File: src/rtl/cnn_pkg.sv
// Shared definitions for the convolution address path.
//   IDLE/RUN/DONE : sequencer state encoding
//   out_dim()     : number of window positions along one axis
//   cnt_w()       : counter width able to hold 0..n-1, never zero bits wide
package cnn_pkg;

    localparam logic [1:0] IDLE = 2'd0;
    localparam logic [1:0] RUN  = 2'd1;
    localparam logic [1:0] DONE = 2'd2;

    function automatic int out_dim(input int img, input int k, input int s);
        return (img - k) / s + 1;
    endfunction

    function automatic int cnt_w(input int n);
        return (n > 1) ? $clog2(n) : 1;
    endfunction

endpackage

File: src/rtl/win_tap_counter.sv
// Two-level column/row tap counter for one KSIZE x KSIZE window.
// Keeps a row pointer, which is the image address of column 0 of the
// current kernel row.
//   clk, rst_n : clock, synchronous active-low reset
//   clear      : restart at tap (0,0) with row pointer = ptr_init
//   adv        : step to the next tap; on window wrap, reload ptr_init
//   ptr_init   : first-row address of the next window
//   c          : current column index
//   row_ptr    : address of column 0 of the current kernel row
//   wrap       : current tap is the last tap of the window
module win_tap_counter
    import cnn_pkg::*;
#(
    parameter  int KSIZE = 3,
    parameter  int IMG_W = 48,
    parameter  int AW_I  = 13,
    localparam int CW    = cnt_w(KSIZE)
) (
    input  logic            clk,
    input  logic            rst_n,
    input  logic            clear,
    input  logic            adv,
    input  logic [AW_I-1:0] ptr_init,
    output logic [CW-1:0]   c,
    output logic [AW_I-1:0] row_ptr,
    output logic            wrap
);

    localparam logic [CW-1:0]   K_MAX = CW'(KSIZE - 1);
    localparam logic [AW_I-1:0] PITCH = AW_I'(IMG_W);

    logic [CW-1:0] r;
    logic          c_end;

    assign c_end = (c == K_MAX);
    assign wrap  = c_end && (r == K_MAX);

    always_ff @(posedge clk) begin
        if (!rst_n) begin
            c       <= '0;
            r       <= '0;
            row_ptr <= '0;
        end else if (clear) begin
            c       <= '0;
            r       <= '0;
            row_ptr <= ptr_init;
        end else if (adv) begin
            if (!c_end) begin
                c <= c + CW'(1);
            end else begin
                c <= '0;
                if (r == K_MAX) begin
                    r       <= '0;
                    row_ptr <= ptr_init;
                end else begin
                    r       <= r + CW'(1);
                    row_ptr <= row_ptr + PITCH;
                end
            end
        end
    end

endmodule

File: src/rtl/conv_window_addr_gen.sv
// Convolution window address generator. Sweeps every KSIZE x KSIZE tap
// of every output position of an IMG_H x IMG_W map at STRIDE, producing
// kernel and image addresses with incremental (multiplier-free) math.
//   clk, rst_n     : clock, synchronous active-low reset
//   start          : begin a sweep (only honoured in IDLE)
//   base_w, base_i : base addresses, captured when start is accepted
//   ready          : consumer takes the current tap
//   valid          : addr_w/addr_i carry a tap
//   addr_w, addr_i : kernel and image addresses
//   last_tap       : last tap of the current window
//   last_out       : last tap of the final window
//   busy           : sweep in progress
//   done           : one-cycle pulse after the final transfer
//
// state | meaning
// IDLE  | waiting for start, outputs low
// RUN   | presenting taps, advancing on valid && ready
// DONE  | single-cycle done pulse, start ignored
module conv_window_addr_gen
    import cnn_pkg::*;
#(
    parameter int KSIZE  = 3,
    parameter int IMG_W  = 48,
    parameter int IMG_H  = 48,
    parameter int STRIDE = 1,
    parameter int AW_W   = 4,
    parameter int AW_I   = 13
) (
    input  logic            clk,
    input  logic            rst_n,
    input  logic            start,
    input  logic [AW_W-1:0] base_w,
    input  logic [AW_I-1:0] base_i,
    input  logic            ready,
    output logic            valid,
    output logic [AW_W-1:0] addr_w,
    output logic [AW_I-1:0] addr_i,
    output logic            last_tap,
    output logic            last_out,
    output logic            busy,
    output logic            done
);

    localparam int OUT_W = out_dim(IMG_W, KSIZE, STRIDE);
    localparam int OUT_H = out_dim(IMG_H, KSIZE, STRIDE);
    localparam int CW    = cnt_w(KSIZE);
    localparam int XW    = cnt_w(OUT_W);
    localparam int YW    = cnt_w(OUT_H);

    localparam logic [AW_I-1:0] STEP_X = AW_I'(STRIDE);
    localparam logic [AW_I-1:0] STEP_Y = AW_I'(STRIDE * IMG_W);
    localparam logic [XW-1:0]   OX_MAX = XW'(OUT_W - 1);
    localparam logic [YW-1:0]   OY_MAX = YW'(OUT_H - 1);

    logic [1:0]      state, state_nxt;
    logic [AW_W-1:0] bw_q, aw_q;
    logic [AW_I-1:0] origin_q, row_start_q, next_origin, ptr_init, row_ptr;
    logic [XW-1:0]   ox_q;
    logic [YW-1:0]   oy_q;
    logic [CW-1:0]   c;
    logic            tap_wrap, ox_end, oy_end, accept, xfer;

    assign accept = (state == IDLE) && start;
    assign xfer   = (state == RUN) && ready;
    assign ox_end = (ox_q == OX_MAX);
    assign oy_end = (oy_q == OY_MAX);

    // Origin of the window that follows the current one: step right, or
    // drop STRIDE rows below the start of the current output row.
    assign next_origin = ox_end ? (row_start_q + STEP_Y) : (origin_q + STEP_X);
    assign ptr_init    = (state == IDLE) ? base_i : next_origin;

    win_tap_counter #(
        .KSIZE (KSIZE),
        .IMG_W (IMG_W),
        .AW_I  (AW_I)
    ) u_taps (
        .clk      (clk),
        .rst_n    (rst_n),
        .clear    (accept),
        .adv      (xfer),
        .ptr_init (ptr_init),
        .c        (c),
        .row_ptr  (row_ptr),
        .wrap     (tap_wrap)
    );

    always_ff @(posedge clk) begin
        if (!rst_n) state <= IDLE;
        else        state <= state_nxt;
    end

    always_ff @(posedge clk) begin
        if (!rst_n) begin
            bw_q        <= '0;
            aw_q        <= '0;
            origin_q    <= '0;
            row_start_q <= '0;
            ox_q        <= '0;
            oy_q        <= '0;
        end else if (accept) begin
            bw_q        <= base_w;
            aw_q        <= base_w;
            origin_q    <= base_i;
            row_start_q <= base_i;
            ox_q        <= '0;
            oy_q        <= '0;
        end else if (xfer) begin
            if (tap_wrap) begin
                aw_q     <= bw_q;
                origin_q <= next_origin;
                if (ox_end) begin
                    ox_q        <= '0;
                    row_start_q <= next_origin;
                    oy_q        <= oy_end ? '0 : oy_q + YW'(1);
                end else begin
                    ox_q <= ox_q + XW'(1);
                end
            end else begin
                aw_q <= aw_q + AW_W'(1);
            end
        end
    end

    always_comb begin
        state_nxt = state;
        case (state)
            IDLE:    if (start) state_nxt = RUN;
            RUN:     if (ready && last_out) state_nxt = DONE;
            DONE:    state_nxt = IDLE;
            default: state_nxt = IDLE;
        endcase
    end

    always_comb begin
        valid    = 1'b0;
        busy     = 1'b0;
        done     = 1'b0;
        addr_w   = '0;
        addr_i   = '0;
        last_tap = 1'b0;
        last_out = 1'b0;
        case (state)
            RUN: begin
                valid    = 1'b1;
                busy     = 1'b1;
                addr_w   = aw_q;
                addr_i   = row_ptr + AW_I'(c);
                last_tap = tap_wrap;
                last_out = tap_wrap && ox_end && oy_end;
            end
            DONE:    done = 1'b1;
            default: ;
        endcase
    end

endmodule

File: config.mk
export PLATFORM = sky130hd
export DESIGN_NAME = conv_window_addr_gen
export DESIGN_NICKNAME = d
export VERILOG_FILES = /design/src/rtl/cnn_pkg.sv /design/src/rtl/win_tap_counter.sv /design/src/rtl/conv_window_addr_gen.sv
export SDC_FILE = /design/constraint.sdc
export NUM_CORES = 1
export LEC_CHECK = 0
export CAP_MARGIN = 20
export CORE_MARGIN = 5
export CORE_UTILIZATION = 61
export CTS_BUF_LIST = sky130_fd_sc_hd__clkbuf_16
export DETAILED_ROUTE_END_ITERATION = 10
export GPL_TIMING_DRIVEN = 0
export PLACE_DENSITY_LB_ADDON = 0.25
export SYNTH_ARGS = -nofsm -noshare
export SYNTH_HDL_FRONTEND = slang
export SYNTH_SLANG_ARGS = --single-unit
File: constraint.sdc
create_clock -name clk -period 5.42 [get_ports clk]
set_input_delay 1.084 -clock clk [delete_from_list [all_inputs] [get_ports clk]]
set_output_delay 1.084 -clock clk [all_outputs]
set_load 0.01 [all_outputs]
==> flow_summary.toml, run 1 <==
[routing]
drt-initial-drc-count = 445
via_per_inst = 6.463
routedLengthMet1_um = 4674
wire_per_inst_um = 18.12
drcViolationCount = 0
wl_met3_um = 1042
ant_nets = 0
wl_um = 11440
vias = 4078
dr.pass1.iters = 6
wl_met2_um = 5275
top_layer = "met4"

[die]
die_area_um2 = 8114
start_util = 0.6231
dieHeight_um = 90.08
rows = 29
core_area_um2 = 6277
die_x_um = 90.08
boundaryPins = 43

[global_route]
groute.usage.overall = 0.2785
grt_overflow = 0
antenna_found_initial = 0
grt_pass1_vias = 3774
grt_max_degree = 11
grt_first_pass_wirelength_um = 18480

[synth]
synthFlopType = "dfxtp_1"
ys_ff_latch = 65
netlist_instances = 496
avgSynthCellArea_um2 = 7.886
synthDistinctLibCells = 60
yosysTopAreaCellShare = 0.3327
synth_largest_area_cell = "dfxtp_1"
syn_nets = 529
synth_area_um2 = 3911
synth_top_family_by_area = "simple AND/OR/NAND/NOR gates"
synth_edf_count = 0
synth-simple-area-share = 0.2722
synthAdderAreaFrac = 0.04031
synthMuxAreaShare = 0.007997
synth-compound-area-share = 0.2115
synth_area_leaders = "dfxtp_1 33%, a21oi_1 6.5%, nand2_1 5.6%"
yosysWarnings = 0
async_reset_ff_frac = 0
seq_area_frac_synth = 0.3327
synthXorXnorAreaFrac = 0.09405

[outcome]
status = "finished clean"

[power]
p_per_area_nw_per_um2 = 258.2
vdd_drop_max_uv = 207.6
p_leak_nw = 1.690
fin_total_pwr_mw = 1.210

[critical_path]
critPathMaxFanout = 8
cp.arrival_ns = 2.66
reg2reg_depth = 7
r2r_end = "origin_q[1]"
path_cells = "ha_1, fa_1, nand4_1, or3_1, a21oi_1, clkdlybuf4s50_1"
path_class = "reg -> out"
worstSetupEndpointType = "output pin"
start_kind = "flop"
timing.rr.start = "u_taps.c[1]"
cpPeakStageDelay_ns = 0.55
required_ns = 4.34
slowest_stage = "clkdlybuf4s50_1"
r2r_slack_ns = 3.27

[cts]
cts.sinks = 65
cts_buffer_depth = 2
post_cts_buffers = 0
cts_root_buffer = "clkbuf_16"
clock_latency_ns = 0.33
cts_buffers = 9
path_clk_slew_ns = 0.05
cts-resized-gates = 0
cts_tree = "built"
htreeDepth = 3
hold_buffers = 0

[run]
max_cap_violations = 0

[sta]
min_period_ns = 3.743
fin_worst_skew_ns = 0.005942
tns_ns = 0
drv_slew = 0
rsz0062_at_grt = "false"
slew_headroom = 0.5877
fmax_mhz = 267.1
worstMarginPinSlew_ns = 0.6119
finalHoldViolCount = 0
final-setup-viol-count = 0
layout_worst_path_cycle_share = 0.6907
fin_hold_ws_ns = 0.4551

[hold_path]
min_to = "row_start_q[0]"
min_path_type = "reg -> reg"
min-delay-start = "row_start_q[0]"
min_delay_path_depth = 2

[final_layout]
final_common_cell = "dfxtp_1"
fin_cells = 631
n_antenna_cell = 0
layout_common_cells = "65 x dfxtp_1, 58 x nand2_1, 55 x nor2_1, 51 x a21oi_1, 42 x clkdlybuf4s50_1"
nets = 582
synthToLayoutAreaGrowth_pct = 19.77
fillers = 511
drive_gt1_frac = 0.07581

[placement]
finalWeightedCongestion = 0.9321
io_buffers = 42
dp_hpwl_um = 8386
placed_cells = 615
how the worst max path moves through the flow:
stage / startpoint / endpoint / slack, ns
2_1_floorplan: u_taps.c[0] / addr_i[12] / 2.73
5_1_grt: u_taps.c[0] / addr_i[10] / 1.54
3_3_place_gp: u_taps.c[0] / addr_i[12] / 2.07
6_report: u_taps.c[0] / addr_i[12] / 1.68
3_5_place_dp: u_taps.c[0] / addr_i[12] / 2.02
4_1_cts: u_taps.c[0] / addr_i[12] / 1.68
Yosys cell counts (all sizes together) (2+ instances only):
cell    count
a31oi       6
and3b       2
o31ai       4
a21oi      52
and2        7
nand3      20
mux2i       2
clkbuf      8
nand2      58
a211oi      6
or4         3
and2b       2
o221ai      3
nor2       56
or2         3
nand3b      3
a21o        3
and3        4
o211ai      5
nor2b       2
a221oi      7
nor4        6
inv        11
nor3       17
o21a        7
nand2b      4
or3         7
xor2       22
buf        16
a311oi      2
dfxtp      65
nand4       9
ha         11
o21ai      28
xnor2      20
where the power goes:
part           leakage [nW]  total, mW  internal, mW  switching [mW]
clock network         0.134      0.502         0.300           0.202
registers             0.533      0.540         0.506          0.0340
logic                  1.02      0.168        0.0732          0.0946
stage by stage:
stage | instance area [um2] | util | setup WS (ns)
5_1_grt | 4684 | 0.7463 | 1.540
4_1_cts | 4684 | 0.7463 | 1.683
6_report | 4684 | 0.7463 | 1.677
3_5_place_dp | 4428 | 0.7054 | 2.021
3_3_place_gp | 4428 | 0.7054 | 2.069
2_1_floorplan | 3911 | - | 2.731
cell type report:
cell class                 instances  area [um2]  share of cell area
tap                               77       96.34             0.02057
multi-input combinational        396        2449              0.5227
clock inverter                     7       31.28            0.006677
clock buffer                       9       225.2             0.04808
timing repair buffer              42       420.4             0.08974
inverter                          11       41.29            0.008814
buffer                            24       120.1             0.02564
sequential                        65        1301              0.2778
critical path: cells and delay by family (launching register included):
kind	cells	cell delay, ns
AND/OR/NAND/NOR	2	0.70
buffers and inverters	1	0.55
adder cells (fa/ha/maj)	2	0.48
flip-flops	1	0.45
AO/OA/AOI/OAI	1	0.15
logic make-up after synthesis:
logic type	count (synthesis)
AND/OR/NAND/NOR	206
AO/OA/AOI/OAI	133
flip-flops	65
XOR/XNOR	42
buffers and inverters	35
adder cells (fa/ha/maj)	12
multiplexers	3
per-layer routing:
metal	track usage	up-vias
li1	-	1888
met1	0.3474	1901
met2	0.4518	248
met3	0.05092	41
met4	0.1526	0
met5	0	-
sequential cells by signal (all words and copies together) (netlist names), 4 cells and up:
register and cells:
bw_q 4, u_taps.row_ptr 13, ox_q 6, row_start_q 13, origin_q 13, aw_q 4, oy_q 6
(Power assumes the default switching activity.)
==> run 2, diff against run 1 <==
--- a/config.mk
+++ b/config.mk
@@ -7,7 +7,7 @@
 export LEC_CHECK = 0
 export CAP_MARGIN = 20
 export CORE_MARGIN = 5
-export CORE_UTILIZATION = 61
+export CORE_UTILIZATION = 57
 export CTS_BUF_LIST = sky130_fd_sc_hd__clkbuf_16
 export DETAILED_ROUTE_END_ITERATION = 10
 export GPL_TIMING_DRIVEN = 0
==> constraint.sdc (replaced) <==
create_clock -name clk -period 3.7 [get_ports clk]
set_input_delay 0.74 -clock clk [delete_from_list [all_inputs] [get_ports clk]]
set_output_delay 0.74 -clock clk [all_outputs]
set_load 0.01 [all_outputs]
==> flow_summary.toml, run 2 (same netlist as run 1, synthesis figures left out) <==
[outcome]
status = "finished clean"

[sta]
worstMarginPinSlew_ns = 0.6810
layout_worst_path_cycle_share = 0.9211
min_period_ns = 3.408
drv_slew = 0
finalHoldViolCount = 0
slew_headroom = 0.5443
rsz0062_at_grt = "false"
tns_ns = 0
fin_worst_skew_ns = 0.006753
final-setup-viol-count = 0
fmax_mhz = 293.4

[global_route]
grt_max_degree = 13
grt_pass1_vias = 3833
grt_first_pass_wirelength_um = 18260
grt_overflow = 0
groute.usage.overall = 0.2698
antenna_found_initial = 0

[die]
core_area_um2 = 6719
boundaryPins = 43
die_area_um2 = 8618
dieHeight_um = 92.84
start_util = 0.5821
rows = 30
die_x_um = 92.84

[power]
p_leak_nw = 1.702
vdd_drop_max_uv = 257.8
fin_total_pwr_mw = 1.952
p_per_area_nw_per_um2 = 410.8

[critical_path]
r2r_slack_ns = 1.39
path_class = "reg -> out"
critPathMaxFanout = 8
cp.arrival_ns = 2.67
required_ns = 2.96
worstSetupEndpointType = "output pin"
start_kind = "flop"

[cts]
cts-resized-gates = 0
path_clk_slew_ns = 0.06
cts_tree = "built"
cts.sinks = 65
cts_root_buffer = "clkbuf_16"
clock_latency_ns = 0.34
htreeDepth = 3
hold_buffers = 0
post_cts_buffers = 0
cts_buffer_depth = 2
cts_buffers = 9

[placement]
dp_hpwl_um = 8300
io_buffers = 42
finalWeightedCongestion = 0.9204

[final_layout]
layout_common_cells = "65 x dfxtp_1, 58 x nand2_1, 55 x nor2_1, 51 x a21oi_1, 42 x clkdlybuf4s50_1"
fillers = 524
final_common_cell = "dfxtp_1"
synthToLayoutAreaGrowth_pct = 21.50
drive_gt1_frac = 0.08303
nets = 582
largestRegisters = "origin_q: 13 flops, row_start_q: 13 flops, u_taps.row_ptr: 13 flops"
n_antenna_cell = 0

[routing]
vias = 4000
ant_nets = 0
dr.pass1.iters = 5
drcViolationCount = 0
wl_um = 11480
wire_per_inst_um = 18.11
via_per_inst = 6.309
drt-initial-drc-count = 455

[hold_path]
min_path_type = "reg -> reg"

[run]
max_cap_violations = 0
-- run 2: report_power, final --
part / total, mW / internal [mW] / switching, mW / leakage, nW
sequential: 0.789 / 0.740 / 0.0483 / 0.533
combinational: 0.248 / 0.108 / 0.141 / 1.02
clock: 0.915 / 0.588 / 0.327 / 0.145
-- run 2: path summary, 6_finish.rpt --
path / startpoint / end / depth (start not counted)
worst min register to register: row_start_q[2] / row_start_q[2] / 2
worst max-delay path: u_taps.c[0] / addr_i[12] / 6
worst max register to register: state[0] / origin_q[1] / 6
worst min-delay path: row_start_q[2] / row_start_q[2] / 2
-- run 2: final cells by class --
class	count	area, um2	share of cell area
Multi-Input combinational cell	396	2449	0.5153
Sequential cell	65	1301	0.2738
Timing Repair Buffer	42	420.4	0.08847
Clock buffer	9	225.2	0.04739
Buffer	24	120.1	0.02528
Tap cell	80	100.1	0.02106
Clock inverter	7	95.09	0.02001
Inverter	11	41.29	0.008689
-- run 2: worst max-delay path, cell delays in order (launching register included) --
cell and delay, ns:
dfxtp_1 0.46, ha_1 0.23, fa_1 0.24, nand4_1 0.26, or3_1 0.42, a21oi_1 0.15, clkdlybuf4s50_1 0.56
-- run 2: metal layers --
metal	wire (um)	track usage	vias up	share of wire
met5	0	0	-	0
met3	968	0.04224	35	0.084
li1	-	-	1873	-
met1	4642	0.3295	1853	0.40
met4	382	0.1563	0	0.033
met2	5490	0.4475	239	0.48
-- run 2: stage by stage --
stage / hold WS [ns] / utilization / area (um2) / cells / setup WS (ns)
floorplan: 0.4332 / - / 3911 / 496 / 1.355
global placement: 0.4453 / 0.6596 / 4432 / 618 / 0.7213
CTS: 0.4552 / 0.7073 / 4752 / 634 / 0.2801
detailed placement: 0.4469 / 0.6596 / 4432 / 618 / 0.6606
global route: 0.4755 / 0.7073 / 4752 / 634 / 0.08408
finish: 0.4598 / 0.7073 / 4752 / 634 / 0.2918
